<file path="src/rtl/hubris_wb_pkg.sv">
`default_nettype none
// hubris_wb_pkg: shared load-size encodings and byte-lane masks for the writeback stage.
package hubris_wb_pkg;

  localparam logic [1:0] LS_BYTE = 2'd0;
  localparam logic [1:0] LS_HALF = 2'd1;
  localparam logic [1:0] LS_WORD = 2'd2;

  localparam logic [3:0] MASK_B = 4'b0001;
  localparam logic [3:0] MASK_H = 4'b0011;
  localparam logic [3:0] MASK_W = 4'b1111;

endpackage
`default_nettype wire

</file>
<file path="src/rtl/wb_load_fifo.sv">
`default_nettype none
// wb_load_fifo: synchronous FIFO holding formatted load writebacks {rd, data, mask}.
module wb_load_fifo #(
  parameter int DEPTH = 2,
  parameter int WIDTH = 8,
  localparam int PTR_W = $clog2(DEPTH),
  localparam int CNT_W = PTR_W + 1
) (
  input  logic             clk,
  input  logic             rst_n,
  input  logic             push,
  input  logic [WIDTH-1:0] push_data,
  input  logic             pop,
  output logic [WIDTH-1:0] pop_data,
  output logic [CNT_W-1:0] count,
  output logic             full,
  output logic             empty
);

  logic [WIDTH-1:0] mem [DEPTH];
  logic [PTR_W-1:0] wr_ptr;
  logic [PTR_W-1:0] rd_ptr;
  logic             push_ok;
  logic             pop_ok;

  assign full     = (count == CNT_W'(DEPTH));
  assign empty    = (count == '0);
  assign push_ok  = push && !full;
  assign pop_ok   = pop && !empty;
  assign pop_data = mem[rd_ptr];

  // Storage needs no reset; pointers and count define which entries are live.
  always_ff @(posedge clk) begin
    if (push_ok) mem[wr_ptr] <= push_data;
  end

  always_ff @(posedge clk) begin
    if (!rst_n) begin
      wr_ptr <= '0;
      rd_ptr <= '0;
      count  <= '0;
    end else begin
      if (push_ok) wr_ptr <= wr_ptr + PTR_W'(1);
      if (pop_ok)  rd_ptr <= rd_ptr + PTR_W'(1);
      case ({push_ok, pop_ok})
        2'b10:   count <= count + CNT_W'(1);
        2'b01:   count <= count - CNT_W'(1);
        default: count <= count;
      endcase
    end
  end

endmodule
`default_nettype wire

</file>
<file path="src/rtl/writeback_stage.sv">
`default_nettype none
// writeback_stage: arbitrates the register-file write port between ALU results (priority)
// and formatted, FIFO-buffered load returns.
module writeback_stage
  import hubris_wb_pkg::*;
#(
  parameter int REG_NUMBER                = 32,
  parameter int REG_WIDTH                 = 32,
  parameter int REG_ADDR_WIDTH            = $clog2(REG_NUMBER),
  parameter int REG_BYTE_WRITE_MASK_WIDTH = REG_WIDTH / 8,
  parameter int LOAD_FIFO_DEPTH           = 2,
  localparam int CNT_W = $clog2(LOAD_FIFO_DEPTH) + 1
) (
  input  logic                                 clk,
  input  logic                                 rst_n,
  input  logic                                 alu_valid,
  input  logic [REG_ADDR_WIDTH-1:0]            alu_rd,
  input  logic [REG_WIDTH-1:0]                 alu_data,
  input  logic                                 load_valid,
  output logic                                 load_ready,
  input  logic [REG_ADDR_WIDTH-1:0]            load_rd,
  input  logic [REG_WIDTH-1:0]                 load_data,
  input  logic [1:0]                           load_size,
  input  logic                                 load_unsigned,
  input  logic                                 load_merge,
  input  logic [1:0]                           load_offset,
  output logic                                 stall_req,
  output logic [CNT_W-1:0]                     fifo_count,
  output logic                                 write_enable,
  output logic [REG_ADDR_WIDTH-1:0]            write_reg_addr,
  output logic [REG_WIDTH-1:0]                 write_data,
  output logic [REG_BYTE_WRITE_MASK_WIDTH-1:0] write_byte_mask
);

  localparam int MW = REG_BYTE_WRITE_MASK_WIDTH;
  localparam int EW = REG_ADDR_WIDTH + REG_WIDTH + MW;

  logic [7:0]                byte_sel;
  logic [15:0]               half_sel;
  logic [REG_WIDTH-1:0]      fmt_data;
  logic [MW-1:0]             fmt_mask;
  logic                      fifo_full;
  logic                      fifo_empty;
  logic                      push;
  logic                      pop;
  logic [EW-1:0]             head;
  logic [REG_ADDR_WIDTH-1:0] head_rd;
  logic [REG_WIDTH-1:0]      head_data;
  logic [MW-1:0]             head_mask;

  assign byte_sel = 8'(load_data >> {load_offset, 3'b000});
  assign half_sel = 16'(load_data >> {load_offset[1], 4'b0000});

  always_comb begin
    fmt_data = load_data;
    fmt_mask = '1;
    case (load_size)
      LS_BYTE: begin
        if (load_merge) begin
          fmt_data = {{(REG_WIDTH-8){1'b0}}, byte_sel};
          fmt_mask = MW'(MASK_B);
        end else if (load_unsigned) begin
          fmt_data = {{(REG_WIDTH-8){1'b0}}, byte_sel};
        end else begin
          fmt_data = {{(REG_WIDTH-8){byte_sel[7]}}, byte_sel};
        end
      end
      LS_HALF: begin
        if (load_merge) begin
          fmt_data = {{(REG_WIDTH-16){1'b0}}, half_sel};
          fmt_mask = MW'(MASK_H);
        end else if (load_unsigned) begin
          fmt_data = {{(REG_WIDTH-16){1'b0}}, half_sel};
        end else begin
          fmt_data = {{(REG_WIDTH-16){half_sel[15]}}, half_sel};
        end
      end
      default: begin
        fmt_data = load_data;
        fmt_mask = '1;
      end
    endcase
  end

  // Readiness deliberately ignores a same-cycle pop, so a full FIFO never sees a push.
  assign load_ready = rst_n && !fifo_full;
  assign stall_req  = fifo_full;
  assign push       = load_valid && load_ready && (load_rd != '0);
  assign pop        = !alu_valid && !fifo_empty;

  wb_load_fifo #(
    .DEPTH (LOAD_FIFO_DEPTH),
    .WIDTH (EW)
  ) u_load_fifo (
    .clk       (clk),
    .rst_n     (rst_n),
    .push      (push),
    .push_data ({load_rd, fmt_data, fmt_mask}),
    .pop       (pop),
    .pop_data  (head),
    .count     (fifo_count),
    .full      (fifo_full),
    .empty     (fifo_empty)
  );

  assign {head_rd, head_data, head_mask} = head;

  always_ff @(posedge clk) begin
    if (!rst_n) begin
      write_enable    <= 1'b0;
      write_reg_addr  <= '0;
      write_data      <= '0;
      write_byte_mask <= '0;
    end else begin
      write_enable <= 1'b0;
      if (alu_valid) begin
        if (alu_rd != '0) begin
          write_enable    <= 1'b1;
          write_reg_addr  <= alu_rd;
          write_data      <= alu_data;
          write_byte_mask <= '1;
        end
      end else if (!fifo_empty) begin
        if (head_rd != '0) begin
          write_enable    <= 1'b1;
          write_reg_addr  <= head_rd;
          write_data      <= head_data;
          write_byte_mask <= head_mask;
        end
      end
    end
  end

endmodule
`default_nettype wire

</file>
<file path="config.mk">
export PLATFORM = sky130hd
export DESIGN_NAME = writeback_stage
export DESIGN_NICKNAME = d
export VERILOG_FILES = /design/src/rtl/hubris_wb_pkg.sv /design/src/rtl/wb_load_fifo.sv /design/src/rtl/writeback_stage.sv
export SDC_FILE = /design/constraint.sdc
export NUM_CORES = 1
export LEC_CHECK = 0
export BUFFER_PORTS_ARGS = -buffer_cell sky130_fd_sc_hd__buf_2
export CAP_MARGIN = 15
export CORE_MARGIN = 2
export CORE_UTILIZATION = 45
export DETAILED_ROUTE_END_ITERATION = 10
export PLACE_DENSITY = 0.68
export SYNTH_ARGS = -nofsm -noshare
export SYNTH_HDL_FRONTEND = slang
export SYNTH_HIERARCHICAL = 1
export SYNTH_SLANG_ARGS = --single-unit
</file>
<file path="constraint.sdc">
create_clock -name clk -period 3 [get_ports clk]
set_input_delay 0.6 -clock clk [delete_from_list [all_inputs] [get_ports clk]]
set_output_delay 0.6 -clock clk [all_outputs]
set_load 0.005 [all_outputs]
</file>
# Word level (Yosys, flattened, before mapping)
# Memories as Yosys holds them, arrays and structs flattened. A register that Yosys moved wholly into a read port is not among the register bits.
# Index checks and enable logic that the tools add are counted.
dict set report word_totals {
  memories 1
  regBits 46
  mem_bits_rw 82
}
dict set report classes {
  shift 2
  n_reduce_logical 17
  addsub 4
  n_eq_ne 6
  muxes 29
}
# memory words width read_ports rd_ports_with_merged_regs write_ports line
set mem_list {}
lappend mem_list {u_load_fifo.mem 2 41 1 1 1 wb_load_fifo.sv:20} ;# logic [WIDTH-1:0] mem [DEPTH];
# operator count
set op_table {}
lappend op_table {{$mux W32} 8}
lappend op_table {{$pmux W32 S2} 1}
lappend op_table {{$shr A32 B5 Y16} 1}
lappend op_table {{$shr A32 B5 Y8} 1}
lappend op_table {{$mux W4} 6}
lappend op_table {{$mux W5} 4}
lappend op_table {{$reduce_bool A5 Y1} 3}
lappend op_table {{$mux W1} 8}
lappend op_table {{$pmux W4 S2} 1}
lappend op_table {{$logic_and A1 B1 Y1} 6}
lappend op_table {{$eq A2 B1 Y1 const B} 2}
lappend op_table {{$eq A2 B2 Y1 const B} 2}
lappend op_table {{$logic_not A2 Y1} 2}
lappend op_table {{$pmux W2 S2} 1}
lappend op_table {{$reduce_bool A2 Y1} 2}
lappend op_table {{$logic_not A1 Y1} 3}
lappend op_table {{$reduce_and A3 Y1} 1}
lappend op_table {{$add A1 B1 Y1 const B} 2}
lappend op_table {{$add A2 B1 Y2 const B} 1}
lappend op_table {{$ne A2 B1 Y1 const B} 1}
lappend op_table {{$ne A2 B2 Y1 const B} 1}
lappend op_table {{$sub A2 B1 Y2 const B} 1}

# Logic depth before layout (Yosys ltp)
dict set report logic_depth {
  word_depth 8
  ltp_mapped 10
  mapped_depth_nobuf 10
}

# By module
# The synthesis kept the hierarchy.
# module area_per_inst_um2 cells_per_inst seq_area_each_um2 n_inst
set modules_own_cells {}
lappend modules_own_cells {wb_load_fifo 3184.3 154 2562.5 1}
lappend modules_own_cells {writeback_stage 2637.5 304 840.8 1}

# Worst setup path after synthesis
# No wires, ideal clock.
dict set report synth_path {
  path_type {in2reg}
  start {input rst_n}
  end {memory u_load_fifo/mem[0][0] in the netlist's numbering, enable pin}
  setup_slack_ns 0.158
  t_arrival_ns 2.447
  required_ns 2.605
  cell_stages 7
  n_path_buf 1
  setup_ns 0.395
  path_cell_list {clkbuf_1 > nor2b_1 > nand2_1 > a21oi_1 > inv_1 > or3_1 > inv_1}
}
dict set report synth_between {
  elab_chain_len 6
}
# element line
set synth_lines {}
lappend synth_lines {{start, declared} writeback_stage.sv:15} ;# input logic rst_n,
lappend synth_lines {{$logic_and A1 B1 Y1} writeback_stage.sv:86} ;# assign load_ready = rst_n && !fifo_full;
lappend synth_lines {{named net load_ready} writeback_stage.sv:20} ;# output logic load_ready,
lappend synth_lines {{$logic_and A1 B1 Y1 (2 in series)} writeback_stage.sv:88} ;# assign push = load_valid && load_ready && (load_rd != '0);
lappend synth_lines {{named net push} writeback_stage.sv:44} ;# logic push;
lappend synth_lines {{$logic_and A1 B1 Y1} wb_load_fifo.sv:28} ;# assign push_ok = push && !full;
lappend synth_lines {{$mux W1} wb_load_fifo.sv:34} ;# if (push_ok) mem[wr_ptr] <= push_data;
lappend synth_lines {{$mux W1 (implied by the code)} wb_load_fifo.sv:34}
lappend synth_lines {{end, declared} wb_load_fifo.sv:20}
# The timed path passes the listed nets, and every way through them passes these cells.

==> metrics.log <==
[metrics] first-pass GRT wire length: 21500 um
[metrics] DIE HEIGHT: 118 um
[metrics] number of design rule violations left after detail routing: 0
[metrics] Row Count: 41
[metrics] deepest clock path buffer count: 2
[metrics] initial antenna violation count: 0
[metrics] Worst Setup Slack, final: 641 ps
[metrics] Post-synth EDFFs: 82
[metrics] number of port buffers: 129
[metrics] number of endpoints failing setup at the final stage: 0
[metrics] count of hold-fix buffers inserted at cts: 0
[metrics] total number of yosys warnings: 6
[metrics] Avg Synthesized Cell Area: 12.7 sq um
[metrics] share of synthesized cell area in and, or, nand and nor gates: 0.0716
[metrics] largest net degree at the start of global routing: 48
[metrics] met3 demand-to-capacity share in global routing: 0.0630
[metrics] CP endpoint kind: flop
[metrics] Worst Setup Path Type: flop to flop
[metrics] final non-filler cell area: 0.00713 sq mm
[metrics] Slew HR: 0.542
[metrics] max cap viols: 0
[metrics] quantity of gates resized following cts: 0
[metrics] compound-cell area share of the yosys netlist: 0.140
[metrics] accumulated negative setup slack: 0 ps
[metrics] met1 track utilization from global routing: 0.276
[metrics] largest area contributor in the netlist: edfxtp_1
[metrics] average detailed-routed wire length per instance: 17.5 um
[metrics] die width: 118 um
[metrics] number of hold violations in the final report: 0
[metrics] #FFs+latches synth: 129
[metrics] post-synth design cell area: 0.00582 sq mm
[metrics] global-route total usage across every layer: 0.202
[metrics] arrival time of the worst setup path: 2720 ps
[metrics] boundary pin count: 130
[metrics] unrepaired setup endpoints after global routing: no
[metrics] placed instance count: 734
[metrics] depth of the CTS H-tree: 4
[metrics] core box area: 0.0126 sq mm
[metrics] met2 capacity usage during global routing: 0.299
[metrics] vias post-DR: 4109
[metrics] top cell type's share of synthesized area: 0.423
[metrics] area post-placement: 0.00657 sq mm
[metrics] post-CTS repair timing setup buffer count: 0
[metrics] highest ir drop seen on vdd: 0.299 mV
[metrics] minimum hold slack: 389 ps
[metrics] Inserted Clock Buffers: 17
[metrics] Initial Util: 0.461
[metrics] Clk Tree Root Cell: clkbuf_16
[metrics] largest fanout on the critical path: 29
[metrics] outcome: completed
[metrics] insertion delay to the later sink of the worst-skew pair: 420 ps
[metrics] clock sink count: 129
[metrics] Fmax achieved: 0.424 GHz
[metrics] max-slew violation count: 0
[metrics] period utilisation layout: 0.786
[metrics] largest family of logic cells by synthesized area: multiplexers
[metrics] antenna cells: 0
[metrics] primary flip-flop cell chosen by synthesis mapping: edfxtp_1
[metrics] Max Clock Skew: 5.14 ps
[metrics] sequential share of the synthesized area: 0.585
[metrics] synthesized-area fraction occupied by adder cells: 0.00215
[metrics] pre-CTS WS: 552 ps
[metrics] total wire length: 13400 um
[metrics] number of distinct library cells after synthesis: 44
[metrics] layer carrying the most global-route usage: met2
[metrics] total power divided by cell area: 639 mW/mm^2
[metrics] CTS tree: done
[metrics] class of the most critical hold timing path: input pin to flop
[metrics] xor-xnor portion of the synthesized cell area: 0.00451
[metrics] weighted congestion reported at the end of routability-driven placement: 0.864
[metrics] kind of start point of the critical path: flop
[metrics] vias in the first global route: 3975
[metrics] share of final-layout standard cells stronger than drive strength 1: 0.372
[metrics] Period minus WS final: 2360 ps
[metrics] total power: 4.56 mW
[metrics] P&R area growth vs syn: 22.5%
[metrics] Clock transition at path regs: 60 ps
[metrics] FILL cells: 1091
[metrics] initial DRC count: 232
[metrics] Leak Pwr: 3.23 nW
[metrics] Net count, final: 666
[metrics] sum of overflow across all layers after global routing: 0
[metrics] number of optimization iterations in the first detailed-route pass: 4
[metrics] Worst Tran Pin Value: 687 ps
[metrics] mux cell area share after synthesis: 0.161
[metrics] required time of the critical path: 3360 ps
[metrics] Post-DRT Antenna Nets: 0
[metrics] top post-synthesis cells by area: edfxtp_1 (42%), dfxtp_1 (16%), mux2_2 (8.5%)
[metrics] DP Wirelength: 9210 um
[metrics] die area: 0.0139 sq mm
[metrics] async set-or-reset flop fraction in the synthesized netlist: 0
[metrics] Via density: 5.36
[metrics] Post-Syn Instances: 458
[metrics] final core utilization: 0.565
[metrics] Cell Count, Final, Fillers Out: 766
[cells in the mapped netlist, types with 2 or more instances]
cell type	instances
o221a_1	3
clkbuf_1	14
mux2i_1	42
nand2b_1	4
mux2_2	44
dfxtp_1	47
a21boi_1	2
nor2b_1	11
o211ai_1	4
edfxtp_1	82
xnor2_1	3
o21ai_0	4
a22oi_1	3
nand3_1	3
buf_1	2
o21ai_1	44
nor2_1	6
o211a_1	37
a21oi_1	8
buf_6	6
and2_1	2
o21a_1	3
nand2_1	50
buf_2	12
or3_1	2
inv_1	2
[sequential cells by signal, summed over array words and instances, names as in the netlist, named ones only]
signal	cells
write_enable	1
u_load_fifo/mem	82
write_byte_mask	4
write_reg_addr	5
u_load_fifo/count	2
write_data	32
u_load_fifo/wr_ptr	1
u_load_fifo/rd_ptr	1
[layer usage]
| metal | wire length (um) | share of wire |
|---|---|---|
| met3 | 960 | 0.072 |
| met4 | 309 | 0.023 |
| met5 | 0 | 0 |
| met2 | 6020 | 0.45 |
| met1 | 6080 | 0.45 |
[critical path, cell delays in order (launching register included)]
cell and delay, ps:
dfxtp_2 390, mux2_2 360, or4_4 560, o21a_1 340
buf_4 310, o21ai_1 180, o211a_1 160
[placed cells by master, fill, tap and decap left out, drive strengths merged, types with 4 or more instances in the layout]
| master | Yosys | routed |
|---|---|---|
| o211a | 37 | 37 |
| a21oi | 8 | 8 |
| dfxtp | 47 | 47 |
| nor2b | 11 | 11 |
| nand2 | 50 | 50 |
| nor2 | 6 | 6 |
| buf | 21 | 138 |
| o21ai | 50 | 50 |
| nand2b | 6 | 6 |
| clkbuf | 14 | 18 |
| edfxtp | 82 | 82 |
| mux2 | 44 | 44 |
| o211ai | 4 | 4 |
| clkinv | 0 | 10 |
| mux2i | 42 | 42 |
[kinds of logic (layout without fill, tap and decap cells)]
| kind of cell | after synthesis | after routing |
|---|---|---|
| adder cells (fa/ha/maj) | 1 | 1 |
| AO/OA/AOI/OAI | 112 | 112 |
| multiplexers | 87 | 87 |
| AND/OR/NAND/NOR | 87 | 87 |
| buffers and inverters | 38 | 173 |
| XOR/XNOR | 3 | 3 |
| other | 1 | 2 |
| flip-flops | 129 | 129 |
[final cells by class]
class	count	area [sq um]	share of cell area
Clock buffer	18	439	0.0616
Clock inverter	14	121	0.0170
Inverter	3	11.3	0.00158
Multi-Input combinational cell	292	2220	0.311
Sequential cell	129	3400	0.477
Tap cell	172	215	0.0302
Timing Repair Buffer	138	726	0.102
[path summary, 6_finish.rpt]
| check | end | from | slack [ps] | cells past startpoint |
|---|---|---|---|---|
| worst max-delay path | write_reg_addr[2] | flop | 640 | 6 |
| worst min-delay path | u_load_fifo/mem[1][38] | load_rd[2] | 390 | 1 |
| worst max register to register | write_reg_addr[2] | flop | 640 | 6 |
| worst min register to register | write_data[28] | write_data[28] | 490 | 1 |
[report_power, final]
part	total (mW)	switching, mW	internal [mW]
Sequential	2.06	0.0458	2.02
Clock	1.94	0.720	1.22
Combinational	0.555	0.299	0.256
Note: power is estimated with default switching activity, not from simulation.
